File: src/rtl/rob_recovery_ctrl.sv
// Branch-mispredict recovery sequencer for the ROB: picks the oldest report, pulses rollback/redirect, stalls dispatch until the branch retires.
// Optional performance counters are compiled in when ROB_RECOVERY_PERF_EN is defined.
module rob_recovery_ctrl #(
    parameter  int NUM_SUPER = 2,
    parameter  int NUM_ROB   = 32,
    localparam int IDX_W     = $clog2(NUM_ROB)
) (
    input  logic                                clock,
    input  logic                                reset,
    input  logic                                en,
    input  logic [NUM_SUPER-1:0]                mispred_valid,
    input  logic [NUM_SUPER-1:0][IDX_W-1:0]     mispred_rob_idx,
    input  logic [NUM_SUPER-1:0][63:0]          mispred_target,
    input  logic [IDX_W-1:0]                    rob_head,
    input  logic [NUM_SUPER-1:0]                rob_retire_en,
    output logic                                rollback_en,
    output logic [IDX_W-1:0]                    rollback_idx,
    output logic                                redirect_valid,
    output logic [63:0]                         redirect_pc,
    output logic                                dispatch_stall,
    output logic                                busy
`ifdef ROB_RECOVERY_PERF_EN
    ,
    output logic [31:0]                         perf_mispred_cnt,
    output logic [31:0]                         perf_stall_cnt
`endif
);

    typedef enum logic [1:0] {
        ST_IDLE,
        ST_ROLLBACK,
        ST_DRAIN
    } state_t;

    state_t            r_state;
    logic [IDX_W-1:0]  r_pend_idx;
    logic [IDX_W-1:0]  r_rollback_idx;
    logic [63:0]       r_redirect_pc;
    logic              r_pulse_seen;

    logic              w_sel_valid;
    logic [IDX_W-1:0]  w_sel_idx;
    logic [63:0]       w_sel_target;
    logic [IDX_W-1:0]  w_sel_age;
    logic [IDX_W-1:0]  w_lane_age;
    logic [IDX_W-1:0]  w_pend_age;
    logic              w_older;
    logic              w_retire_hit;
    logic              w_pulse;

    // Strict less-than keeps the lowest lane on equal age.
    always_comb begin
        w_sel_valid  = 1'b0;
        w_sel_idx    = '0;
        w_sel_target = '0;
        w_sel_age    = '0;
        w_lane_age   = '0;
        for (int i = 0; i < NUM_SUPER; i++) begin
            w_lane_age = mispred_rob_idx[i] - rob_head;
            if (mispred_valid[i] && (!w_sel_valid || (w_lane_age < w_sel_age))) begin
                w_sel_valid  = 1'b1;
                w_sel_idx    = mispred_rob_idx[i];
                w_sel_target = mispred_target[i];
                w_sel_age    = w_lane_age;
            end
        end
    end

    always_comb begin
        w_retire_hit = 1'b0;
        for (int j = 0; j < NUM_SUPER; j++) begin
            if (rob_retire_en[j] && ((rob_head + IDX_W'(j)) == r_pend_idx)) begin
                w_retire_hit = 1'b1;
            end
        end
    end

    assign w_pend_age = r_pend_idx - rob_head;
    assign w_older    = w_sel_valid && (w_sel_age < w_pend_age);

    // A ROLLBACK state that sits through en==0 cycles shows its pulse only on the first clock.
    assign w_pulse = (r_state == ST_ROLLBACK) && !r_pulse_seen;

    always_ff @(posedge clock or negedge reset) begin
        if (!reset) begin
            r_state        <= ST_IDLE;
            r_pend_idx     <= '0;
            r_rollback_idx <= '0;
            r_redirect_pc  <= '0;
            r_pulse_seen   <= 1'b0;
        end else if (en) begin
            r_pulse_seen <= 1'b0;
            case (r_state)
                ST_IDLE: begin
                    if (w_sel_valid) begin
                        r_state        <= ST_ROLLBACK;
                        r_pend_idx     <= w_sel_idx;
                        r_rollback_idx <= w_sel_idx + 1'b1;
                        r_redirect_pc  <= w_sel_target;
                    end
                end
                ST_ROLLBACK: begin
                    if (w_older) begin
                        r_pend_idx     <= w_sel_idx;
                        r_rollback_idx <= w_sel_idx + 1'b1;
                        r_redirect_pc  <= w_sel_target;
                    end else begin
                        r_state <= ST_DRAIN;
                    end
                end
                ST_DRAIN: begin
                    if (w_older) begin
                        r_state        <= ST_ROLLBACK;
                        r_pend_idx     <= w_sel_idx;
                        r_rollback_idx <= w_sel_idx + 1'b1;
                        r_redirect_pc  <= w_sel_target;
                    end else if (w_retire_hit) begin
                        r_state <= ST_IDLE;
                    end
                end
                default: r_state <= ST_IDLE;
            endcase
        end else if (r_state == ST_ROLLBACK) begin
            r_pulse_seen <= 1'b1;
        end
    end

    assign rollback_en    = w_pulse;
    assign redirect_valid = w_pulse;
    assign rollback_idx   = r_rollback_idx;
    assign redirect_pc    = r_redirect_pc;
    assign dispatch_stall = (r_state != ST_IDLE);
    assign busy           = (r_state != ST_IDLE);

`ifdef ROB_RECOVERY_PERF_EN
    logic [31:0] r_perf_mispred_cnt;
    logic [31:0] r_perf_stall_cnt;

    always_ff @(posedge clock or negedge reset) begin
        if (!reset) begin
            r_perf_mispred_cnt <= '0;
            r_perf_stall_cnt   <= '0;
        end else begin
            if (w_pulse && (r_perf_mispred_cnt != 32'hFFFF_FFFF)) begin
                r_perf_mispred_cnt <= r_perf_mispred_cnt + 32'd1;
            end
            if (en && dispatch_stall && (r_perf_stall_cnt != 32'hFFFF_FFFF)) begin
                r_perf_stall_cnt <= r_perf_stall_cnt + 32'd1;
            end
        end
    end

    assign perf_mispred_cnt = r_perf_mispred_cnt;
    assign perf_stall_cnt   = r_perf_stall_cnt;
`endif

endmodule
File: config.mk
export PLATFORM = sky130hd
export DESIGN_NAME = rob_recovery_ctrl
export DESIGN_NICKNAME = d
export VERILOG_FILES = /design/src/rtl/rob_recovery_ctrl.sv
export SDC_FILE = /design/constraint.sdc
export NUM_CORES = 1
export LEC_CHECK = 0
export ABC_AREA = 0
export CAP_MARGIN = 15
export CORE_MARGIN = 4
export CORE_UTILIZATION = 47
export CTS_CLUSTER_DIAMETER = 30
export DETAILED_ROUTE_END_ITERATION = 10
export HOLD_SLACK_MARGIN = 0.1
export PLACE_DENSITY = 0.9
export SKIP_LAST_GASP = 1
export SLEW_MARGIN = 0
export SYNTH_ARGS = -nofsm -noshare
export SYNTH_HDL_FRONTEND = slang
export SYNTH_SLANG_ARGS = --single-unit
File: constraint.sdc
create_clock -name clock -period 4.8 [get_ports clock]
set_input_delay 0.72 -clock clock [delete_from_list [all_inputs] [get_ports clock]]
set_output_delay 0.72 -clock clock [all_outputs]
set_load 0.02 [all_outputs]
After elaboration in Yosys (flattened, before gate mapping)
Index checks and enable logic that the tools add are counted.
{"block": "op_classes", "reduce_logical": 15, "add_sub_neg": 5, "shift": 0, "n_eq_ne": 8, "n_bitwise": 0, "muxes": 26, "n_mul": 0, "magnitude_cmp": 2, "div_mod_pow": 0}
{"op": "$mux W64", "count": 4}
{"op": "$pmux W64 S2", "count": 1}
{"op": "$mux W5", "count": 8}
{"op": "$pmux W5 S2", "count": 2}
{"op": "$sub A5 B5 Y5", "count": 3}
{"op": "$add A5 B1 Y5 const B", "count": 2}
{"op": "$eq A5 B5 Y1", "count": 2}
{"op": "$lt A5 B5 Y1", "count": 2}
{"op": "$mux W2", "count": 4}
{"op": "$reduce_and A4 Y1", "count": 2}
{"op": "$mux W1", "count": 6}
{"op": "$pmux W2 S3", "count": 1}
{"op": "$reduce_bool A2 Y1", "count": 3}
{"op": "$logic_and A1 B1 Y1", "count": 5}
{"op": "$ne A2 B2 Y1 const B", "count": 2}
{"op": "$ne A3 B3 Y1 const B", "count": 1}
{"op": "$eq A2 B1 Y1 const B", "count": 1}
{"op": "$eq A2 B2 Y1 const B", "count": 1}
{"op": "$logic_not A1 Y1", "count": 2}
{"op": "$logic_not A2 Y1", "count": 1}
{"op": "$ne A2 B1 Y1 const B", "count": 1}
{"op": "$reduce_or A2 Y1", "count": 1}
{"op": "$logic_or A1 B1 Y1", "count": 1}
{"block": "totals", "word_cells": 61, "in_bits": 150, "regBits": 77, "rom_bits": 0, "out_inout_bits": 73, "mem_count": 0, "latchBits": 0, "ramBits": 0}

Logic depth before layout (Yosys ltp)
Gate-level depths: netlist of the first run.
{"block": "logic_depth", "ltp_word": 10, "ltp_mapped": 26, "mapped_depth_nobuf": 22}

Worst setup path before layout of the first run
No wires, ideal clock.
{"block": "synth_timing", "path_type": "input port to flip-flop", "start": "input port mispred_rob_idx[0] in the netlist's numbering", "end": "register r_pend_idx[0]", "setup_slack_ns": -0.425, "n_path_buf": 4, "setup_ns": 0.125, "path_stages": 25, "arrival_time_ns": 5.100, "required_time_ns": 4.675, "cell_sequence": "inv_1 ha_1 inv_1 fa_1 a21o_1 a21oi_1 xnor2_1 nand2_1 ha_1 o21ai_1 o21ai_0 o21ai_2 and2_1 buf_4 clkbuf_1 o21ai_0 ha_1 a21o_1 a21o_1 a211oi_1 o21a_4 a31oi_4 buf_8 buf_12 mux2_4"}
{"block": "synth_between", "elab_chain_cells": 10, "elab_cells_between_ends": 17, "classes_between": "1 x add/sub; 2 x order compare; 2 x eq/ne; 8 x mux; 4 x reduce/logical"}
{"item": "start, declared", "line": "12", "text": "input logic [NUM_SUPER-1:0][IDX_W-1:0] mispred_rob_idx,"}
{"item": "$sub A5 B5 Y5", "line": "59", "text": "w_lane_age = mispred_rob_idx[i] - rob_head;"}
{"item": "$mux W5", "line": "60", "text": "if (mispred_valid[i] && (!w_sel_valid || (w_lane_age < w_sel_age))) begin"}
{"item": "$lt A5 B5 Y1", "line": "60"}
{"item": "$logic_or A1 B1 Y1", "line": "60"}
{"item": "$logic_and A1 B1 Y1", "line": "60"}
{"item": "$mux W5", "line": "60"}
{"item": "$lt A5 B5 Y1", "line": "79", "text": "assign w_older = w_sel_valid && (w_sel_age < w_pend_age);"}
{"item": "$logic_and A1 B1 Y1", "line": "79"}
{"item": "$ne A2 B1 Y1 (no source line)"}
{"item": "$reduce_and A4 Y1 (no source line)"}
{"item": "end signal, assigned", "line": "97", "text": "r_pend_idx <= w_sel_idx;"}
{"item": "end signal, assigned", "line": "104", "text": "r_pend_idx <= w_sel_idx;"}
{"item": "end signal, assigned", "line": "114", "text": "r_pend_idx <= w_sel_idx;"}
{"item": "end, declared", "line": "36", "text": "logic [IDX_W-1:0] r_pend_idx;"}
Parallel ways exist; a longest one is shown, timed or not. The select of a mux whose other input is x is not followed.
A chain may end at the register's enable or synchronous reset.

Final worst setup path of the first run
{"block": "layout_timing", "start": "input port rob_head[3]", "end": "register r_redirect_pc[58] (netlist: redirect_pc[58])"}
{"block": "layout_between", "elab_chain_cells": 10, "elab_cells_between_ends": 18, "classes_between": "3 x add/sub; 2 x order compare; 2 x eq/ne; 7 x mux; 4 x reduce/logical"}
{"item": "start, declared", "line": "14", "text": "input logic [IDX_W-1:0] rob_head,"}
{"item": "$sub A5 B5 Y5", "line": "59"}
{"item": "$mux W5", "line": "60"}
{"item": "$lt A5 B5 Y1", "line": "60"}
{"item": "$logic_or A1 B1 Y1", "line": "60"}
{"item": "$logic_and A1 B1 Y1", "line": "60"}
{"item": "$mux W5", "line": "60"}
{"item": "$lt A5 B5 Y1", "line": "79"}
{"item": "$logic_and A1 B1 Y1", "line": "79"}
{"item": "$ne A2 B1 Y1 (no source line)"}
{"item": "$reduce_and A4 Y1 (no source line)"}
{"item": "end signal, assigned", "line": "99", "text": "r_redirect_pc <= w_sel_target;"}
{"item": "end signal, assigned", "line": "106", "text": "r_redirect_pc <= w_sel_target;"}
{"item": "end signal, assigned", "line": "116", "text": "r_redirect_pc <= w_sel_target;"}
{"item": "end, declared", "line": "38", "text": "logic [63:0] r_redirect_pc;"}
Parallel ways exist; a longest one is shown, timed or not. The select of a mux whose other input is x is not followed.

==> impl_metrics.ini, run 1 <==
[global_route]
grt_pass1_wl_um = 27900
grt_overflow = 0
grt_pass1_vias = 5704
track_usage_pct = 26.4
grt_max_degree = 78
antenna_found_initial = 0

[cts]
path_clk_slew_ps = 60
root_buffer = clkbuf_16
clock-sinks = 77
clk_path_buf_depth = 2
cts_tree = yes
cts_made_buffers = 9
cts_max_level = 3
cts_hold_repair.buffers = 0
clock_latency_ps = 330

[detailed_routing]
routed_wl_um = 18600
viasPerCell = 5.54
wl_per_cell_um = 19.4
drc_errors = 0
ant_nets = 0
num_vias = 5301
dr.pass1.iters = 5
first_iter_violations = 273
drt-met1-wl_um = 6980
wl_met3_um = 1580
dr.max_layer_used = met4
met2_length_um = 9380

[timing]
setup_violations = 24
drv_slew = 0
worst_clock_skew_ps = 10.1
tns_ps = -298
tightest_slew_ps = 944
max_slew_margin_pct = 37.1
fin_ws_ps = -30.3
fin_crit_ps = 4830
hold_viol_final = 0
rsz0062_at_grt = yes
achievable-frequency_mhz = 207
finalCritPeriodShare_pct = 101

[layout]
syn_to_final_growth_pct = 61.2
fin_cells = 957
nets = 992
fin_util_pct = 78.9
antenna_cells = 0
drive_gt1_share_pct = 26.1
nFillCells = 677

[synthesis]
yosys_warnings = 0
synth_area_leaders = dfrtp_1 (36%), mux2_4 (16%), o21ai_0 (6.9%)
synth_top_cell_by_area = dfrtp_1
synth_seq_cells = 77
async_flop_share_pct = 100
synth_fp_nets = 727
ys_seq_area_share_pct = 35.5
synth-main-ff-cell = dfrtp_1
syn_area_um2 = 5420
synth_area_per_cell_um2 = 9.89
synth_edf_count = 0
synth_top_area_share_pct = 35.5
ys_types = 49
postSynthCellCount = 548

[critical_path]
crit_required_ps = 5020
r2r_start = r_pend_idx[0]
crit_type = primary input to flip-flop
cp_slowest_cell = clkdlybuf4s50_1
setup.worst_path.end_class = flip-flop
cpPeakStageDelay_ps = 490
cp_max_fo = 7
start_kind = primary input
reg2reg_depth = 16
cp_cell_sequence = clkdlybuf4s50_1 > inv_1 > ha_4 > a21oi_2 > xnor2_1 > nand2_1 > ha_4 > nand4_1 > nor2_2 > o21ai_4 > and2_4 > buf_6 > nand2_1 > o21ai_1 > ha_1 > nand4_1 > a31o_2 > o21a_4 > a31oi_4 > buf_6 > buf_12 > buf_16 > mux2_2
critPathArrivalTime_ps = 5050
r2r_slack_ps = 1310
r2r-end = redirect_pc[58]

[floorplan]
die_y_um = 115
fp-row-count = 38
core_um2 = 11100
io_pins = 223
dieArea_um2 = 13300
die_w_um = 115
start_util_pct = 48.9

[power]
leakage_nw = 3.98
total_power_w = 0.00512
ir_drop_v = 0.000334
power_density_nw_per_um2 = 586

[hold_path]
hp-class = flip-flop to flip-flop
worstHoldStart = redirect_pc[55]
worstHoldEndpoint = redirect_pc[55]
holdPathStages = 1

[job]
maxCapViolCount = 0

[placement]
dp_cells = 912
hpwlAfterDp_um = 12800
port_buffers = 222
place_congestion = 0.868

[run_status]
status = finished with violations
violations = setup timing
critical path, delay by kind of cell:
| family | cells | cell delay (ps) |
|---|---|---|
| buffers and inverters | 6 | 1090 |
| adders and majority gates | 3 | 910 |
| muxes | 1 | 320 |
| AOI/OAI and AO/OA | 6 | 920 |
| and+or+nand+nor | 6 | 860 |
| xor gates and xnor gates | 1 | 230 |
state kept, by name, indices dropped and copies added (netlist names):
| register | flops |
|---|---|
| r_state | 2 |
| r_pend_idx | 5 |
| rollback_idx | 5 |
| redirect_pc | 64 |
| r_pulse_seen | 1 |
area by class of cell:
cell class	instances	area, µm²	share of cell area [%]
repair buffers	295	2880	33.0
inverters	18	80.1	0.916
clock inverters	6	41.3	0.472
clock buffers	9	225	2.58
flip-flops and latches	77	1930	22.0
well taps	140	175	2.00
multi-input cells	412	3410	39.0
synthesized netlist by cell type, types with 2 or more instances:
| library cell | number |
|---|---|
| nand2_1 | 79 |
| dfrtp_1 | 77 |
| o21ai_0 | 75 |
| nand3_1 | 72 |
| mux2_4 | 59 |
| clkbuf_1 | 26 |
| ha_1 | 26 |
| inv_1 | 18 |
| mux2_2 | 14 |
| xnor2_1 | 12 |
| a21oi_1 | 9 |
| a21o_1 | 8 |
| nor2b_1 | 7 |
| xor2_1 | 7 |
| buf_12 | 6 |
| nor2_1 | 4 |
| buf_2 | 3 |
| buf_4 | 3 |
| fa_1 | 3 |
| mux2i_1 | 3 |
| nor3b_1 | 3 |
| a31o_2 | 2 |
| a32o_1 | 2 |
| buf_1 | 2 |
| nand4_1 | 2 |
| o311ai_0 | 2 |
| or2_2 | 2 |
layout by cell type, fill, tap and decap left out, types with 3 or more instances in the layout:
cell             instances
clkdlybuf4s50_1        211
nand2_1                 77
dfrtp_1                 77
nand3_1                 72
o21ai_0                 70
mux2_4                  63
buf_4                   63
ha_1                    15
inv_1                   13
xnor2_1                 10
mux2_2                  10
ha_4                    10
clkbuf_16                9
a21o_1                   8
nor2b_1                  7
xor2_1                   6
buf_12                   6
a21oi_1                  5
buf_6                    5
a21oi_2                  4
inv_2                    4
o21ai_4                  3
nor2_1                   3
nor3b_1                  3
mux2i_1                  3
clkinv_4                 3
clkinv_2                 3
dlygate4sd2_1            3
cells by family (layout without fill, tap and decap cells):
family | Yosys count | in the layout | share of synthesized area [%]
simple gates | 173 | 173 | 14.6
buf+inv | 59 | 328 | 6.37
mux | 76 | 76 | 19.8
compound gates | 115 | 115 | 13.5
flops | 77 | 77 | 35.5
fa+ha+maj | 29 | 29 | 7.11
xor+xnor | 19 | 19 | 3.07
power by group:
part	leakage, nW	internal, W	total [W]	switching [W]
Clock	0.135	0.000347	0.000606	0.000259
Combinational	2.87	0.00191	0.00337	0.00146
Sequential	0.970	0.000949	0.00114	0.000191
Total	3.98	0.00320	0.00512	0.00191
stage by stage:
stage / setup slack, ps / hold WS (ps) / cell area, µm²
5_1_grt: -181 / 527 / 8740
3_3_place_gp: -535 / 476 / 7970
4_1_cts: 3.92 / 507 / 8510
2_1_floorplan: -41.8 / 424 / 5480
6_report: -30.3 / 504 / 8740
3_5_place_dp: -714 / 492 / 7970
worst max-delay path by stage:
| stage | depth (start not counted) | startpoint | to |
|---|---|---|---|
| CTS | 24 | mispred_rob_idx[5] | redirect_pc[58] |
| global route | 25 | mispred_rob_idx[0] | redirect_pc[57] |
| detailed placement | 24 | mispred_rob_idx[0] | redirect_pc[61] |
| global placement | 24 | mispred_rob_idx[0] | redirect_pc[58] |
| finish | 23 | rob_head[3] | redirect_pc[58] |
| floorplan | 26 | mispred_rob_idx[0] | r_pend_idx[0] |
per-layer routing:
| layer | global-route usage, % | vias up |
|---|---|---|
| li1 | - | 2456 |
| met1 | 29.6 | 2545 |
| met2 | 47.1 | 252 |
| met3 | 7.00 | 48 |
| met4 | 10.8 | 0 |
| met5 | 0 | - |
repair_timing:
action / 4_1_cts / 5_1_grt
gates resized for setup: 37 / 34
buffers inserted: 15 / 14
gates cloned: 2 / 0
endpoints found under the setup margin: 76 / 76
pin swaps: 6 / 21
Power figures use the tool's default switching activity.
==> inputs of run 2 (changes only) <==
- CORE_MARGIN: 4 -> default
- CORE_UTILIZATION: 47 -> 40
- PLACE_DENSITY: 0.9 -> 0.81
- clock period: 4.8 -> 4.4 ns (I/O delays scaled with it)
==> run 2 against run 1 <==
Effect of this change:
- the flow still finishes with violations (setup timing)
- first-iteration DRC count fell by 22%
- critical path type unchanged
- combinational power rose by 9.8%
- sequential power rose by 9%
- highest routed layer unchanged
- critical endpoint is now redirect_pc[13]
- flip-flop and latch count did not move
- largest power group unchanged
- via count fell by 2.2%
- cell area rose by 0.66%
- largest cell class unchanged
- final cell count rose by 3.2%
- die area rose by 5.3%
==> impl_metrics.ini, run 2 (synthesis results as in run 1) <==
[placement]
place_congestion = 0.875
port_buffers = 222
hpwlAfterDp_um = 12100
dp_cells = 958

[power]
power_density_nw_per_um2 = 648
comb_power_share_pct = 64.9
p_sw_share_pct = 36.4
pwr-share-seq_pct = 21.8
clkPwrFrac_pct = 13.3
p_switching_w = 0.00207
leakage_nw = 4.01
ir_drop_v = 0.000368
internal-power_w = 0.00363
total_power_w = 0.00570

[timing]
achievable-frequency_mhz = 222
rsz0062_at_grt = yes
setup_violations = 36
tightest_slew_ps = 960
fin_crit_ps = 4510
drv_slew = 0
hold_viol_final = 0
finalCritPeriodShare_pct = 103
fin_ws_ps = -114
worst_clock_skew_ps = 9.71
max_slew_margin_pct = 36.0

[layout]
largest_register_ff_count = 64
syn_to_final_growth_pct = 62.3
final_common_cell = clkdlybuf4s50_1
fin_cells = 988
drive_gt1_share_pct = 25.2
nets = 986
mostFrequentLayoutCells = clkdlybuf4s50_1 (210), nand2_1 (78), dfrtp_1 (77)
antenna_cells = 0

[hold_path]
hp-class = primary input to asynchronous set/reset pin

[detailed_routing]
dr.pass1.iters = 4
routed_wl_um = 17000
viasPerCell = 5.25
first_iter_violations = 212
wl_per_cell_um = 17.2
ant_nets = 0
drc_errors = 0
num_vias = 5187

[cts]
root_buffer = clkbuf_16
clock_latency_ps = 330
clk_path_buf_depth = 2
cts_made_buffers = 9
cts_tree = yes
path_clk_slew_ps = 60
cts_max_level = 3
clock-sinks = 77
cts_hold_repair.buffers = 0

[run_status]
violations = setup timing
status = finished with violations

[global_route]
grt_pass1_vias = 5398
grt_pass1_wl_um = 26800
track_usage_pct = 24.0
antenna_found_initial = 0
grt_max_degree = 78
grt_overflow = 0

[critical_path]
r2r_slack_ps = 930
cpPeakStageDelay_ps = 480
cp-startpoint = mispred_rob_idx[7]
crit_required_ps = 4610
crit_family = compound AO/OA/AOI/OAI gates
setup.worst_path.end_class = flip-flop
r2r_start = r_pend_idx[0]
r2r-end = rollback_idx[3]
cp_cell_sequence = clkdlybuf4s50_1 > ha_4 > xor2_2 > ha_1 > a211oi_4 > o21ai_2 > o21ai_4 > and2_4 > nand2_2 > o21ai_2 > ha_1 > a21o_1 > a21o_1 > a211oi_2 > o21a_4 > a31oi_4 > buf_12 > buf_12 > buf_16 > mux2_4
start_kind = primary input
critPathArrivalTime_ps = 4730
reg2reg_depth = 16
crit_type = primary input to flip-flop
cp_max_fo = 8
cp_slowest_cell = clkdlybuf4s50_1
cp_num_buf_inv = 4

[floorplan]
core_um2 = 13200
start_util_pct = 40.9
fp-row-count = 42
die_w_um = 118
dieArea_um2 = 14000
io_pins = 223
die_y_um = 118

[job]
maxCapViolCount = 0
-- run 2: power by group through the flow --
stage                     clock network (W)  registers (W)  logic, W
after global routing               0.000811        0.00128   0.00390
after floorplan                           0        0.00155   0.00179
after CTS                          0.000769        0.00124   0.00369
after global placement                    0        0.00123   0.00313
after detailed placement                  0        0.00124   0.00324
final                              0.000757        0.00124   0.00370
-- run 2: per-layer routing --
metal | routed length, µm | track usage, % | share of wire, % | up-vias
met5 | 0 | 0 | 0 | -
met4 | 457 | 8.78 | 2.7 | 0
met3 | 1320 | 5.94 | 7.8 | 36
met2 | 8320 | 43.6 | 49 | 233
met1 | 6870 | 27.1 | 40 | 2478
li1 | - | - | - | 2440
-- run 2: worst register-to-register path: cells and delay by family, from the launching register on --
kind	cells	cell delay (ps)
compound gates	5	1030
xor+xnor	1	110
fa+ha+maj	3	870
buf+inv	5	560
flops	1	380
mux	1	330
simple gates	1	90
-- run 2: per-stage QoR --
| step | setup slack [ps] | setup TNS (ps) | util [%] | hold WS [ps] | area, µm² |
|---|---|---|---|---|---|
| 3_3_place_gp | -814 | -59500 | 60.8 | 478 | 8050 |
| 5_1_grt | -271 | -12920 | 66.4 | 521 | 8800 |
| 2_1_floorplan | -382 | -26490 | - | 364 | 5480 |
| 3_5_place_dp | -966 | -69650 | 60.8 | 490 | 8050 |
| 6_report | -114 | -2000 | 66.4 | 465 | 8800 |
| 4_1_cts | -210 | -8260 | 66.2 | 507 | 8770 |
-- run 2: area by class of cell --
cell class / instances / area [µm²]
Clock buffer: 9 / 225
Clock inverter: 7 / 82.6
Fill cell: 1007 / 4450
Inverter: 18 / 85.1
Multi-Input combinational cell: 413 / 3370
Sequential cell: 77 / 1930
Tap cell: 176 / 220
Timing Repair Buffer: 288 / 2890
-- run 2: repair_timing --
action                                  4_1_cts  5_1_grt
resized for setup                            78       15
gates cloned                                  5        0
buffers inserted                              8        2
pin swaps                                    25       14
endpoints found under the setup margin       76       76
-- run 2: worst max path at each step --
| stage | to | cells past startpoint |
|---|---|---|
| after CTS | redirect_pc[15] | 26 |
| after detailed placement | redirect_pc[14] | 25 |
| after floorplan | r_pend_idx[0] | 26 |
| after global placement | redirect_pc[29] | 25 |
| after global routing | redirect_pc[13] | 26 |
| final | redirect_pc[13] | 20 |
